### src/rtl/mem_access_controller.sv
// Data-memory access stage: runs one single-port SRAM cycle (SETUP/STROBE/RECOVER)
// per load/store request and stalls the pipeline while the access is in flight.
module mem_access_controller #(
  parameter int WAIT_CYCLES = 1,
  parameter int DATA_W      = 16,
  parameter int ADDR_W      = 16
) (
  input  logic              clk,
  input  logic              rst,
  input  logic [1:0]        memControl,
  input  logic [ADDR_W-1:0] memAddr,
  input  logic [DATA_W-1:0] writeData,
  output logic [DATA_W-1:0] readData,
  output logic              busy,
  output logic              done,
  output logic [ADDR_W-1:0] ram_addr,
  output logic [DATA_W-1:0] ram_wdata,
  input  logic [DATA_W-1:0] ram_rdata,
  output logic              ram_data_oe,
  output logic              ram_ce_n,
  output logic              ram_oe_n,
  output logic              ram_we_n
);

  localparam int WC = (WAIT_CYCLES < 1) ? 1 : WAIT_CYCLES;
  localparam int CW = (WC > 1) ? $clog2(WC) : 1;

  localparam logic [1:0] S_IDLE    = 2'd0;
  localparam logic [1:0] S_SETUP   = 2'd1;
  localparam logic [1:0] S_STROBE  = 2'd2;
  localparam logic [1:0] S_RECOVER = 2'd3;

  localparam logic [1:0] OP_WRITE = 2'b01;
  localparam logic [1:0] OP_READ  = 2'b10;

  logic [1:0]        r_state;
  logic [1:0]        r_op;
  logic [CW-1:0]     r_count;
  logic [ADDR_W-1:0] r_ramAddr;
  logic [DATA_W-1:0] r_ramWdata;
  logic [DATA_W-1:0] r_readData;
  logic              r_done;

  logic w_request;
  logic w_active;
  logic w_strobe;
  logic w_isWrite;

  assign w_request = (memControl == OP_WRITE) || (memControl == OP_READ);
  assign w_active  = (r_state != S_IDLE);
  assign w_strobe  = (r_state == S_STROBE);
  assign w_isWrite = (r_op == OP_WRITE);

  always_ff @(posedge clk) begin
    if (!rst) begin
      r_state    <= S_IDLE;
      r_op       <= 2'b00;
      r_count    <= '0;
      r_ramAddr  <= '1;
      r_ramWdata <= '0;
      r_readData <= '0;
      r_done     <= 1'b0;
    end else begin
      r_done <= 1'b0;
      case (r_state)
        S_IDLE: begin
          if (w_request) begin
            r_op      <= memControl;
            r_ramAddr <= memAddr;
            if (memControl == OP_WRITE) r_ramWdata <= writeData;
            r_state   <= S_SETUP;
          end
        end
        S_SETUP: begin
          r_state <= S_STROBE;
          r_count <= CW'(WC - 1);
        end
        S_STROBE: begin
          // Load data is captured on the last strobe edge, while oe_n is still low.
          if (r_count != '0) begin
            r_count <= r_count - CW'(1);
          end else begin
            r_state <= S_RECOVER;
            if (r_op == OP_READ) r_readData <= ram_rdata;
          end
        end
        S_RECOVER: begin
          r_state <= S_IDLE;
          r_done  <= 1'b1;
        end
        default: r_state <= S_IDLE;
      endcase
    end
  end

  // Strobes decode straight from state so oe_n and we_n can never overlap.
  assign ram_ce_n    = !w_active;
  assign ram_oe_n    = !(w_strobe && (r_op == OP_READ));
  assign ram_we_n    = !(w_strobe && w_isWrite);
  assign ram_data_oe = w_active && w_isWrite;
  assign ram_addr    = r_ramAddr;
  assign ram_wdata   = r_ramWdata;
  assign readData    = r_readData;
  assign done        = r_done;
  assign busy        = rst && (w_active || w_request);

endmodule

### config.mk
export PLATFORM = sky130hd
export DESIGN_NAME = mem_access_controller
export DESIGN_NICKNAME = d
export VERILOG_FILES = /design/src/rtl/mem_access_controller.sv
export SDC_FILE = /design/constraint.sdc
export NUM_CORES = 1
export LEC_CHECK = 0
export ABC_AREA = 1
export CORE_MARGIN = 2
export CORE_UTILIZATION = 36
export CTS_CLUSTER_SIZE = 20
export DETAILED_ROUTE_END_ITERATION = 10
export GPL_ROUTABILITY_DRIVEN = 0
export PLACE_DENSITY = 0.77
export SLEW_MARGIN = 20
export SYNTH_ARGS = -nofsm -noshare
export SYNTH_HDL_FRONTEND = slang
export SYNTH_SLANG_ARGS = --single-unit
### constraint.sdc
create_clock -name clk -period 1.5 [get_ports clk]
set_clock_uncertainty 0.2 [all_clocks]
set_input_delay 0.15 -clock clk [delete_from_list [all_inputs] [get_ports clk]]
set_output_delay 0.15 -clock clk [all_outputs]
set_load 0.02 [all_outputs]
**Yosys cells after proc, flatten, opt, wreduce, memory -nomap -nowiden**

Cells that the tools add are included.

- Equal/unequal tests: 9
- Reduce and logical (&&, ||, !) cells: 16
- $add $sub $neg: 1
- Bitwise operators: 1
- Muxes and demuxes: 6

Operators with widths:

| kind | count |
|---|---|
| $eq A2 B2 Y1 const B | 4 |
| $pmux W2 S4 | 1 |
| $eq A2 B1 Y1 const B | 3 |
| $reduce_and A3 Y1 | 2 |
| $logic_and A1 B1 Y1 | 4 |
| $mux W2 | 2 |
| $ne A2 B2 Y1 const B | 2 |
| $reduce_and A2 Y1 | 2 |
| $reduce_bool A2 Y1 | 2 |
| $logic_not A1 Y1 | 3 |
| $logic_not A2 Y1 | 1 |
| $logic_or A1 B1 Y1 | 2 |
| $mux W1 | 2 |
| $pmux W1 S2 | 1 |
| $not A1 Y1 | 1 |
| $sub A1 B1 Y1 const B | 1 |

- Output and inout bits: 54
- Word-level logic and storage cells: 40
- Bits in registers: 54
- Input port bits: 52

**Logic depth before layout (Yosys ltp)**

Gate-level depths: netlist (run 1).

- Depth after elaboration: 4
- Gate-level depth with buffers: 8
- Gate-level depth less buffers: 7

**Worst setup path after synthesis (run 1)**

Ideal clock, no wire load.

- Kind: register to register
- Start point: reg r_state[0]
- End point: reg r_ramWdata[10], in the netlist ram_wdata[10]
- Arrival: 1.238 ns
- Period minus slack after synthesis: 1.554 ns
- Data required time: 1.184 ns
- Library setup time: 0.116 ns
- Cell stages (with the launch flop): 7
- Setup slack: -0.054 ns
- Buffers on the path: 1
- Path through: dfxtp_1 > inv_1 > ha_1 > nand2_2 > clkbuf_1 > o21ai_0 > nor2_1

- Word-level cells in the longest chain between the ends: 2

Ends and longest elaborated chain:

| item | line | RTL |
|---|---|---|
| start: declaration | 36 | `logic [1:0] r_state;` |
| start signal: assignment | 56 | `r_state <= S_IDLE;` |
| start signal: assignment | 71 | `r_state <= S_SETUP;` |
| start signal: assignment | 75 | `r_state <= S_STROBE;` |
| $logic_not A2 Y1 | 65 | `case (r_state)` |
| $reduce_and A3 Y1 (no source line) | -- |  |
| end signal: assignment | 70 | `if (memControl == OP_WRITE) r_ramWdata <= writeData;` |
| end: declaration | 40 | `logic [DATA_W-1:0] r_ramWdata;` |

Every way passes these cells.
A chain may end at the register's enable or synchronous reset.

**Worst setup path after layout (run 1)**

- Start point: reg r_state[0]
- End point: out busy

- Word-level cells in the longest chain between the ends: 3

Ends and longest elaborated chain:

| item | line | RTL |
|---|---|---|
| $reduce_bool A2 Y1 | 50 | `assign w_active = (r_state != S_IDLE);` |
| $logic_or A1 B1 Y1 | 105 | `assign busy = rst && (w_active \|\| w_request);` |
| $logic_and A1 B1 Y1 | 105 |  |
| end: declaration | 14 | `output logic busy,` |

Every way passes these cells.

==> metrics.txt, run 1 <==
Worst Setup Path Type=reg -> out; Post-synth EDFFs=0; FILL cells=about 530; Adder-Cell Fraction of Synth Area=3.619%; CP Data Arrival Time=between 1000 and 1500 ps; share of the synthesized area in the top cell type=51.15%; Port Buf Inserts=~110; post-synthesis xor/xnor area fraction=0%; Synth area leaders=dfxtp_1 51%, nor2_1 13%, nand2_1 12%; Worst Path Max Fanout=3; Detailed Place HPWL=3572 um; layout cells sized above 1=~13%; Slew @ Worst Pin=between 500 and 600 ps; starting density of the core=37.44%; main flop type after synthesis=dfxtp_1; Fin. Hold Viols=0; Total GRT Usage=around 16%; die height=roughly 80 um; Worst Hold Class=in -> reg; final WL=around 5100 um; Core Region=around 5500 um2; Ports=about 110; Synth warnings=0; asr flop ratio synth=0%; synthesized instance count=around 280; sequential fraction of the synthesis area=around half; Synth cell types=16; most common cell in the netlist=nor2_1; dominant cell type by area after synthesis=dfxtp_1; Commonest cells post-synth=73 x nor2_1, 69 x nand2_1, 53 x dfxtp_1; Worst-Skew Late Latency=between 200 and 300 ps; WP data required=about 1200 ps; remaining antenna violation count=0; CTS root buffer=clkbuf_8; simple-gate portion of the synthesized area=a little under a third; Site Rows=27; cell mode on critical path=inv_2; PnR Total Power=~5 mW; Via Count=2,071; largest net degree at the start of global routing=54; Fmax=645.2 MHz; area grow syn2layout=64.66%; setup_tns=-436.6 ps; crit-path max cell delay=roughly 350 ps; RSZ-0062 raised after global routing=true; complex-gate fraction of the synthesized area=under 10%; Antenna diodes=0; violated checks=setup timing; die area=between 6000 and 7000 um2; fin crit share=103.3%; global-route wire length before repair=8266 um; # DRC=0; Final setup viols=18; Min-Delay Path Depth=3; multiplexer share of the synthesized area=0%; Final Instance Area=roughly 3400 um2; Worst setup EP type=primary output; # hold bufs at CTS=0; Peak supply drop=about 0.84 mV; Clock H-tree levels=2; vias in the first global route=between 1,500 and 2,000; minimum clock period=about 1600 ps; Worst slew margin=a little under two thirds; CTS max path bufs=2; FF+latch area=roughly 1100 um2; Final nets=roughly 460; FF-to-FF End=ram_wdata[3]; Die Wd=approximately 80 um; worst-path cell chain=inv_2, ha_4, nand2_4, inv_2, nor2_1, buf_4; Avg Cell Area, Syn=7.356 um2; Critical Path Source Type=flip-flop; R2R setup slack=-30 ps; Pleak=1.698 nW; Worst Setup Slack, final=-50.02 ps; dpl ws=-634.1 ps; final design utilization=61.65%; FF-to-FF Start=r_state[0]; CTS tree=done; total grt overflow=0; Endpoint, Worst Hold=r_op[1]; slowest CP cell=dfxtp_2; Final Max Slew Viols=0; Worst R2R Path Depth=8; DRT iter0 DRCs=just over 90; largest family of logic cells by synthesized area=simple AND/OR/NAND/NOR gates; hold wc startpoint=memControl[1]; WL/cell=approximately 11 um; power per standard cell area=1468 nW/um2; area post-placement=roughly 3300 um2; Mapped Nets=between 300 and 400; status=complete, but fails checks; FF+latch count, synth=53; cts bufs inserted=5; clk sink count=53; Clk pin slew, worst setup/hold paths=roughly 90 ps; Synth Cell Area=~2100 um2; drt first pass iters=4; initial antenna violation count=0; area occupied by multi-input gates=903.4 um2; Via density=between 4 and 5; Max Cap Viol=0
## area by class of cell
class | instances | area share [%]
Multi-Input combinational cell | 189 | 26.45
Clock buffer | 7 | 2.234
Inverter | 27 | 3.260
Tap cell | 72 | 2.637
Timing Repair Buffer | 124 | 34.07
Sequential cell | 53 | 31.14
Clock inverter | 1 | 0.2198
## layer usage
metal  global-route usage (%)  wire length [um]  vias up
li1                         -                 -     1089
met1                    18.74              2299      910
met2                    28.08              2415       67
met3                    4.751               376        5
met4                    3.559                46        0
met5                        0                 0        -
## flip-flops by register name, summed over array words and instances (netlist names)
name	flops
ram_addr	16
ram_wdata	16
readData	16
r_op	2
r_state	2
done	1
## critical path, delay by kind of cell, from the launching register on
| kind | cells | cell delay, ps |
|---|---|---|
| AND/OR/NAND/NOR | 2 | 140 |
| buffers and inverters | 3 | 240 |
| adder cells (fa/ha/maj) | 1 | 170 |
| flip-flops | 1 | 350 |
## metrics by stage
step           cells  hold slack (ps)
2_1_floorplan    282            63.22
3_3_place_gp     461            251.8
3_5_place_dp     461            255.8
4_1_cts          472            51.75
5_1_grt          473            90.16
6_report         473            66.11
## logic make-up (layout without fill, tap and decap cells)
kind of cell / Yosys count / after routing
and+or+nand+nor: 164 / 164
DFF: 53 / 53
buffers and inverters: 40 / 159
AOI/OAI and AO/OA: 19 / 19
adders and majority gates: 6 / 6
## worst max-delay path by stage
stage / start / endpoint / slack, ps
global placement: memControl[1] / busy / -650
global route: r_state[0] / ram_wdata[4] / -120
detailed placement: memControl[1] / busy / -630
finish: r_state[0] / busy / -50
floorplan: r_state[1] / ram_data_oe / 10
CTS: r_state[1] / busy / -80
## power by group
| group | switching, mW | total [mW] | internal, mW |
|---|---|---|---|
| Combinational | 1.31 | 2.38 | 1.07 |
| Clock | 0.428 | 0.759 | 0.331 |
| Sequential | 0.151 | 1.87 | 1.72 |
## cells in the final DEF (no fill, tap or decap), drive strengths merged
cell           synthesis  routed
buf                   11      25
nand2                 71      71
dfxtp                 53      53
clkdlybuf4s50          0      48
ha                     6       6
dlygate4sd2            0      51
nand3                 19      19
o21ai                 19      19
nor2                  73      73
clkinvlp               0       1
clkbuf                 2       7
inv                   27      27
nor3                   1       1
## timing repair
| action | CTS | global route |
|---|---|---|
| resized for setup | 110 | 11 |
| setup endpoints to repair | 82 | 45 |
| pin swaps | 7 | 3 |
| setup buffers | 3 | 1 |
(Power assumes the default switching activity.)
==> inputs of run 2 (changes only) <==
GPL_ROUTABILITY_DRIVEN = unset   (was 0)
==> results of run 2 <==
Same layout as run 1: the final DEF is identical, and so are final timing and power.
==> inputs of run 3 (changes only) <==
PLACE_DENSITY = unset   (was 0.77)
PLACE_DENSITY_LB_ADDON = 0.05   (was unset)
==> run 3 against run 2 <==
The flow still finishes with violations (setup timing). Highest routed layer unchanged. Sequential power hardly changed. Combinational power rose by 19%. Largest cell class unchanged. Wire length is 8.6% higher. Maximum frequency shrank 0.49%. Non-clock buffer count is 8 higher. Utilization up 4.5 points. Sequential share of layout area fell by 2.1 points. Sequential cell count did not move. Die area unchanged.
==> metrics.txt, run 3 (synthesis gave the netlist of run 1 again) <==
Slew @ Worst Pin=~550 ps; Worst Path Max Fanout=3; Worst-Skew Late Latency=300 ps; initial antenna violation count=0; status=complete, but fails checks; violated checks=setup timing; remaining antenna violation count=0; area grow syn2layout=76.66%; layout cells sized above 1=between 20% and 30%; Critical Path Source Type=flip-flop; Worst slew margin=approximately 63%; Detailed Place HPWL=3640 um; CTS max path bufs=2; Final Max Slew Viols=0; area post-placement=approximately 3300 um2; Antenna diodes=0; Via density=roughly 4.4; switching share of power=37.89%; largest net degree at the start of global routing=54; starting density of the core=37.44%; most frequent cells in the layout=66 x nor2_1, 54 x nand2_1, 51 x dfxtp_1, 51 x dlygate4sd2_1, 48 x clkdlybuf4s50_1; Pleak=between 1.5 and 2 nW; Worst Setup Slack, final=-57.60 ps; Core Region=about 5500 um2; commonest non-fill, non-tap cell in the layout=nor2_1; switching power=about 2.1 mW; fin crit share=103.8%; RSZ-0062 raised after global routing=true; Final nets=~470; Logic pwr share=around 52%; Ports=about 110; vias in the first global route=roughly 2,100; Placer Congestion=roughly 0.76; WL/cell=approximately 12 um; Die Wd=79.91 um; die height=79.91 um; Port Buf Inserts=about 110; Worst Setup Path Type=reg -> reg; placed cells=467; CTS root buffer=clkbuf_8; cts bufs inserted=5; part of the power in registers=roughly a third; Clk pin slew, worst setup/hold paths=approximately 100 ps; FILL cells=~530; CP Data Arrival Time=~1600 ps; Final Instance Area=3665 um2; non-filler cells, final=just under 500; Fin. Hold Viols=0; CTS tree=done; internal power component=about 3.4 mW; total grt overflow=0; WP data required=around 1500 ps; Clock H-tree levels=2; Fmax=between 600 and 700 MHz; DRT iter0 DRCs=75; Max Cap Viol=0; Peak supply drop=between 0.9 and 1 mV; Worst Hold Class=in -> reg; Total GRT Usage=17.60%; die area=6386 um2; minimum clock period=~1600 ps; power per standard cell area=between 1500 and 2000 nW/um2; final WL=5583 um; Clk pwr share=approximately 14%; Site Rows=27; # DRC=0; clk sink count=53; Final setup viols=21; global-route wire length before repair=roughly 9000 um; drt first pass iters=4; Worst setup EP type=flip-flop; Via Count=between 2,000 and 2,500
run 3: worst paths after layout:
check,from,end,slack (ps),cells after the start
setup / recovery,r_state[0],r_state[0],-60,10
hold / removal,memControl[0],r_op[0],150,3
setup reg to reg,r_state[0],r_state[0],-60,10
hold reg to reg,ram_addr[14],ram_addr[14],270,2
run 3: cell type report:
cell class / instances / area (um2) / area share [%]
clock inverters: 3 / 17.52 / 0.4780
repair buffers: 132 / 1318 / 35.95
flip-flops and latches: 53 / 1064 / 29.02
inverters: 27 / 113.9 / 3.107
well taps: 72 / 90.09 / 2.458
multi-input cells: 189 / 993.5 / 27.11
clock buffers: 5 / 68.82 / 1.878
run 3: power by group through the flow:
stage	Combinational (mW)	Clock [mW]	Sequential [mW]
2_1_floorplan	0.896	0	2.23
4_1_cts	2.56	0.824	1.87
6_report	2.83	0.790	1.88
3_5_place_dp	2.43	0	1.90
5_1_grt	3.10	0.886	1.92
3_3_place_gp	2.41	0	1.88
run 3: critical path, cell delays in order (launching register included):
cell     delay, ps
dfxtp_2        360
inv_4           50
buf_6          120
buf_6          110
ha_4           160
buf_4          130
buf_6          110
nor2_4          60
nand2_1         60
nand3_1         60
inv_1           50
run 3: metal layers:
metal	track usage, %	vias up	routed length (um)
met4	5.424	0	43
met1	19.79	951	2377
met3	4.751	5	404
met2	32.08	59	2758
met5	0	-	0
li1	-	1102	-
run 3: through the flow:
stage               total power [mW]  worst slack [ps]  TNS (ps)  util [%]  hold WS, ps
floorplan                      3.124             9.887         0         -        63.22
global placement               4.292            -597.8     -8870     60.00        250.6
detailed placement             4.328            -621.8     -9758     60.00        256.2
CTS                            5.257            -67.98    -891.5     63.60        74.34
global route                   5.904            -151.8     -3300     66.15        170.8
finish                         5.499            -57.60    -768.4     66.15        148.3
run 3: timing repair:
| item | in CTS | in global routing |
|---|---|---|
| gates resized for setup | 130 | 25 |
| cloned | 1 | 2 |
| buffers inserted | 2 | 1 |
| endpoints found under the setup margin | 97 | 54 |
| hold buffers | 0 | 0 |
| pin swaps | 10 | 12 |
==> edit 1, RTL diff (settings of run 1) <==
Add an input register stage for `memControl`, `memAddr`, `writeData` and `ram_rdata`, with the module's reset; this delays them by one clock.
--- a/src/rtl/mem_access_controller.sv
+++ b/src/rtl/mem_access_controller.sv
@@ -33,6 +33,25 @@
   localparam logic [1:0] OP_WRITE = 2'b01;
   localparam logic [1:0] OP_READ  = 2'b10;
 
+  logic [1:0] memControl_q;
+  logic [ADDR_W-1:0] memAddr_q;
+  logic [DATA_W-1:0] writeData_q;
+  logic [DATA_W-1:0] ram_rdata_q;
+
+  always_ff @(posedge clk) begin
+    if (!rst) begin
+      memControl_q <= '0;
+      memAddr_q    <= '0;
+      writeData_q  <= '0;
+      ram_rdata_q  <= '0;
+    end else begin
+      memControl_q <= memControl;
+      memAddr_q    <= memAddr;
+      writeData_q  <= writeData;
+      ram_rdata_q  <= ram_rdata;
+    end
+  end
+
   logic [1:0]        r_state;
   logic [1:0]        r_op;
   logic [CW-1:0]     r_count;
@@ -46,7 +65,7 @@
   logic w_strobe;
   logic w_isWrite;
 
-  assign w_request = (memControl == OP_WRITE) || (memControl == OP_READ);
+  assign w_request = (memControl_q == OP_WRITE) || (memControl_q == OP_READ);
   assign w_active  = (r_state != S_IDLE);
   assign w_strobe  = (r_state == S_STROBE);
   assign w_isWrite = (r_op == OP_WRITE);
@@ -65,9 +84,9 @@
       case (r_state)
         S_IDLE: begin
           if (w_request) begin
-            r_op      <= memControl;
-            r_ramAddr <= memAddr;
-            if (memControl == OP_WRITE) r_ramWdata <= writeData;
+            r_op      <= memControl_q;
+            r_ramAddr <= memAddr_q;
+            if (memControl_q == OP_WRITE) r_ramWdata <= writeData_q;
             r_state   <= S_SETUP;
           end
         end
@@ -81,7 +100,7 @@
             r_count <= r_count - CW'(1);
           end else begin
             r_state <= S_RECOVER;
-            if (r_op == OP_READ) r_readData <= ram_rdata;
+            if (r_op == OP_READ) r_readData <= ram_rdata_q;
           end
         end
         S_RECOVER: begin
Behaviour: not the same (Yosys sat finds a counterexample within 4 cycles, from zero or initial values and one cycle with rst low).
==> edit 1 against run 1 <==
- the run still ends with negative setup slack left
- wire length grew 38%
- design area grew 44%
- sequential cell count is 50 higher
- sequential power rose by 73%
- synthesized area up 66%
- worst setup slack worse by 0.089 ns
- total power rose by 35%
- combinational power is 17% lower
==> edit 1: results (changes against run 1) <==
metric;value;unit;change
drt wl/cell;10.5;um;was 10.9 um
CTS Root Cell;clkbuf_8;;unchanged
Static Leakage;2.63;nW;was 1.70 nW
register area share after synthesis;0.597;;was 0.511
Worst VDD drop;0.631;mV;was 0.841 mV
slowest CP cell;dfxtp_4;;was dfxtp_2
Place WS;-0.326;ns;was -0.634 ns
iteration-0 DRC count of the detailed router;63;;was 93
Post-Place Cells;654;;was 461
initial antenna violation count;0;;unchanged
Worst EP arrival;1.29;ns;was 1.20 ns
Final ANT Viol Nets;0;;unchanged
P per Cell Area;1380;mW/mm^2;was 1470 mW/mm^2
Gate Count Post-Synth;431;;was 282
All-Layer GR Usage;0.144;;was 0.159
worst hold path class;input port to register;;unchanged
vias in the first global route;2763;;was 1,949
violated checks;negative setup slack;;unchanged
most frequent cells after synthesis;nand2_1 (117), dfxtp_1 (103), inv_1 (74);;was nor2_1 (73), nand2_1 (69), dfxtp_1 (53)
Reg2Reg Depth;7;;was 8
Placed Area;0.00464;sq mm;was 0.00327 sq mm
Worst Slack Setup Final;-0.139;ns;was -0.0500 ns
clk buf depth;2;;unchanged
synth top area cells;dfxtp_1 (60%), nand2_1 (13%), inv_1 (8.0%);;was dfxtp_1 (51%), nor2_1 (13%), nand2_1 (12%)
number of nets in the layout;597;;was 458
drt pass-1 iters;4;;unchanged
Worst-Margin Slew;0.416;ns;was 0.548 ns
Finished Layout Cells;675;;was 473
post-synthesis cell type count;19;;was 16
TritonCTS buffer count;9;;was 5
setup TNS;-0.475;ns;was -0.437 ns
Post-Synth XOR/XNOR Area;0;;unchanged
Synth Area in Compound Gates;0.0304;;was 0.0458
first-pass GRT wire length;11.9;mm;was 8.27 mm
Syn Nets;487;;was 340
Synth async-reset ratio;0;;unchanged
Worst-path clk slew;0.10;ns;
clk_lat worst skew;0.35;ns;was 0.29 ns
status;complete, but fails checks;;unchanged
pin count of the biggest net entering global routing;104;;was 54
Setup CP Type;register to output pin;;unchanged
layout cells sized above 1;0.101;;was 0.130
Crit Path Max Fanout;3;;unchanged
IO Port Bufs;105;;unchanged
Vias/cell;4.12;;was 4.38
post-synthesis mux area share;0;;unchanged
yosys warns;0;;unchanged
Final HPWL DP;4.90;mm;was 3.57 mm
number of diodes;0;;unchanged
Largest stage delay, worst path;0.40;ns;was 0.35 ns
# H-tree levels;3;;was 2
# setup viols final;8;;was 18
Top Family by Delay on Critical Path;flip-flops;;unchanged
Hold Crit Depth;4;;was 3
number of fill cells in the layout;911;;was 529
synthesized-area fraction occupied by adder cells;0.0145;;was 0.0362
==> edit 1: changes by cell type after synthesis, sizes merged, moves of 3 or more <==
cell	change
dfxtp	+50
buf	+3
inv	+49
nand2	+48
==> edit 1: path summary, 6_finish.rpt <==
path / slack, ns / endpoint / startpoint
setup reg to reg: -0.04 / ram_wdata[4] / r_state[0]
hold / removal: 0.1 / writeData_q[15] / rst
hold reg to reg: 0.23 / ram_addr[0] / memAddr_q[0]
setup / recovery: -0.14 / busy / r_state[1]
==> edit 1: repair_timing <==
action | in CTS | in global routing
hold endpoints to repair | 0 | 0
pin swaps | 4 | 4
resized for setup | 96 | 12
setup endpoints to repair | 103 | 25
buffers inserted | 1 | 4
==> edit 1: worst register-to-register path, stage by stage, from the launching register on <==
cell and delay (ns):
dfxtp_2 0.35, inv_4 0.08, ha_4 0.16, buf_6 0.15
nand2_8 0.10, buf_2 0.18, o21ai_0 0.16, nor2_1 0.06
==> edit 1: final cells by class <==
class,instances,area share
inverters,76,0.0631
clock inverters,7,0.0109
clock buffers,9,0.0252
repair buffers,117,0.232
flip-flops and latches,103,0.421
well taps,129,0.0328
multi-input cells,234,0.215
==> edit 1: cells by family (layout without fill, tap and decap cells) <==
group / count (synthesis) / in the layout
fa+ha+maj: 4 / 4
simple gates: 209 / 209
flops: 103 / 103
buf+inv: 94 / 209
compound gates: 21 / 21
==> edit 1: where the power goes <==
part	leakage (nW)	switching [mW]	internal (mW)	total, mW
Sequential	0.852	0.171	3.06	3.24
Combinational	1.68	1.10	0.878	1.98
Clock	0.0944	0.939	0.621	1.56
==> edit 1: per-layer routing <==
layer	GRT usage	vias to the layer above	share of wire
met4	0.0554	0	0.014
met5	0	-	0
met2	0.257	72	0.49
met3	0.0424	13	0.063
met1	0.162	1215	0.43
li1	-	1480	-
==> edit 2, RTL diff (flow settings as in run 1) <==
Without the edit above. Set the parameter `ADDR_W` to 14 (it was 16).
--- a/src/rtl/mem_access_controller.sv
+++ b/src/rtl/mem_access_controller.sv
@@ -3,7 +3,7 @@
 module mem_access_controller #(
   parameter int WAIT_CYCLES = 1,
   parameter int DATA_W      = 16,
-  parameter int ADDR_W      = 16
+  parameter int ADDR_W      = 14
 ) (
   input  logic              clk,
   input  logic              rst,
Interface: changed (resized memAddr and ram_addr); port bits go from 106 to 102. The function was not compared with the original's and may differ.
==> edit 2 against run 1 <==
- the flow still finishes with violations (negative setup slack)
- critical path type unchanged
- largest cell class unchanged
- sequential share of layout area fell by 1.5 points
- total power rose by 1.4%
- design area rose by 1.0%
- sequential cell count fell by 2
- hold slack improved by 0.039 ns
- final cell count fell by 2.5%
- worst setup slack improved by 0.014 ns
- highest routed layer unchanged
- synthesized area fell by 3.4%
- wire length rose by 1.5%
- critical path depth did not move
==> edit 2: results (changes against run 1) <==
metric;value;unit;change
# setup viols final;15;;was 18
post-synthesis cell type count;16;;unchanged
iteration-0 DRC count of the detailed router;39;;was 93
Final HPWL DP;3.63;mm;was 3.57 mm
Worst VDD drop;1.25;mV;was 0.841 mV
status;complete, but fails checks;;unchanged
yosys warns;0;;unchanged
pin count of the biggest net entering global routing;52;;was 54
synth top area cells;dfxtp_1 (51%), nor2_1 (14%), nand2_1 (12%);;was dfxtp_1 (51%), nor2_1 (13%), nand2_1 (12%)
number of nets in the layout;444;;was 458
clk_lat worst skew;0.29;ns;about the same
Vias;2046;;was 2,071
Placed Area;0.00320;sq mm;was 0.00327 sq mm
Top Family by Delay on Critical Path;flip-flops;;unchanged
Worst EP arrival;1.19;ns;
Worst-path clk slew;0.09;ns;about the same
Max transition margin;0.603;;was 0.634
Worst Slack Setup Final;-0.0359;ns;was -0.0500 ns
most frequent cells after synthesis;nor2_1 (73), nand2_1 (65), dfxtp_1 (51);;was nor2_1 (73), nand2_1 (69), dfxtp_1 (53)
Reg2Reg Depth;9;;was 8
Place WS;-0.646;ns;was -0.634 ns
violated checks;negative setup slack;;unchanged
hold path start;memControl[1];;unchanged
register area share after synthesis;0.509;;was 0.511
setup TNS;-0.111;ns;was -0.437 ns
Static Leakage;1.68;nW;was 1.70 nW
layout cells sized above 1;0.198;;was 0.130
Synth async-reset ratio;0;;unchanged
Crit Path Max Fanout;3;;unchanged
IO Port Bufs;101;;was 105
clk buf depth;2;;unchanged
number of diodes;0;;unchanged
worst hold path class;input port to register;;unchanged
final WL;5.22;mm;was 5.14 mm
number of fill cells in the layout;506;;was 529
Hold Crit Depth;3;;unchanged
TritonCTS buffer count;5;;unchanged
CTS Root Cell;clkbuf_8;;unchanged
Largest stage delay, worst path;0.36;ns;
Syn Nets;330;;was 340
All-Layer GR Usage;0.171;;was 0.159
first-pass GRT wire length;8.60;mm;was 8.27 mm
# H-tree levels;2;;unchanged
drt pass-1 iters;5;;was 4
Setup CP Type;register to output pin;;unchanged
max-cap viol count;0;;unchanged
initial antenna violation count;0;;unchanged
slowest CP cell;dfxtp_2;;unchanged
-- edit 2: what timing repair did --
action,4_1_cts,5_1_grt
pin swaps,6,5
endpoints found under the setup margin,101,48
resized for setup,122,24
setup buffers,1,0
cloned,1,0
hold buffers,0,0
-- edit 2: worst reg2reg max path, stage by stage (launching register included) --
cell and delay [ns]:
dfxtp_2 0.36, inv_4 0.05, buf_6 0.12, buf_6 0.11, ha_4 0.16, nand3_4 0.10
buf_12 0.15, nand2_2 0.05, nand2_1 0.05, nor2_1 0.05
-- edit 2: cell families (layout without fill, tap and decap cells) --
family	after synthesis	count (layout)	synth area share
compound gates	19	19	0.0474
fa+ha+maj	6	6	0.0375
buf+inv	40	155	0.0899
flops	51	51	0.509
simple gates	158	158	0.316
-- edit 2: final timing paths --
kind                 end  slack (ns)
max                 busy       -0.04
max reg2reg  readData[9]       -0.01
min              r_op[1]        0.11
min reg2reg  ram_addr[9]        0.27
-- edit 2: where the power goes --
part	switching (mW)	total [mW]	internal, mW
logic	1.35	2.52	1.17
clock network	0.434	0.761	0.327
registers	0.147	1.80	1.65
-- edit 2: area by class of cell --
class,count,area (sq um),area share
timing repair buffer,120,1170,0.338
sequential,51,1020,0.297
multi-input combinational,183,976,0.283
inverter,27,109,0.0315
tap,72,90.1,0.0261
clock buffer,6,72.6,0.0210
clock inverter,2,12.5,0.00363
-- edit 2: per-stage QoR --
stage	instances	util	hold WS, ns
after detailed placement	451	0.589	0.256
after CTS	461	0.621	0.0809
final	461	0.634	0.105
after floorplan	274	-	0.0632
after global routing	461	0.634	0.145
after global placement	451	0.589	0.251
-- edit 2: metal layers --
metal  track usage  wire length [um]  share of wire  vias to the layer above
li1              -                 -              -                     1055
met4        0.0474                29         0.0056                        0
met1         0.199              2190           0.42                      935
met2         0.308              2670           0.51                       52
met3        0.0448               329          0.063                        4
met5             0                 0              0                        -
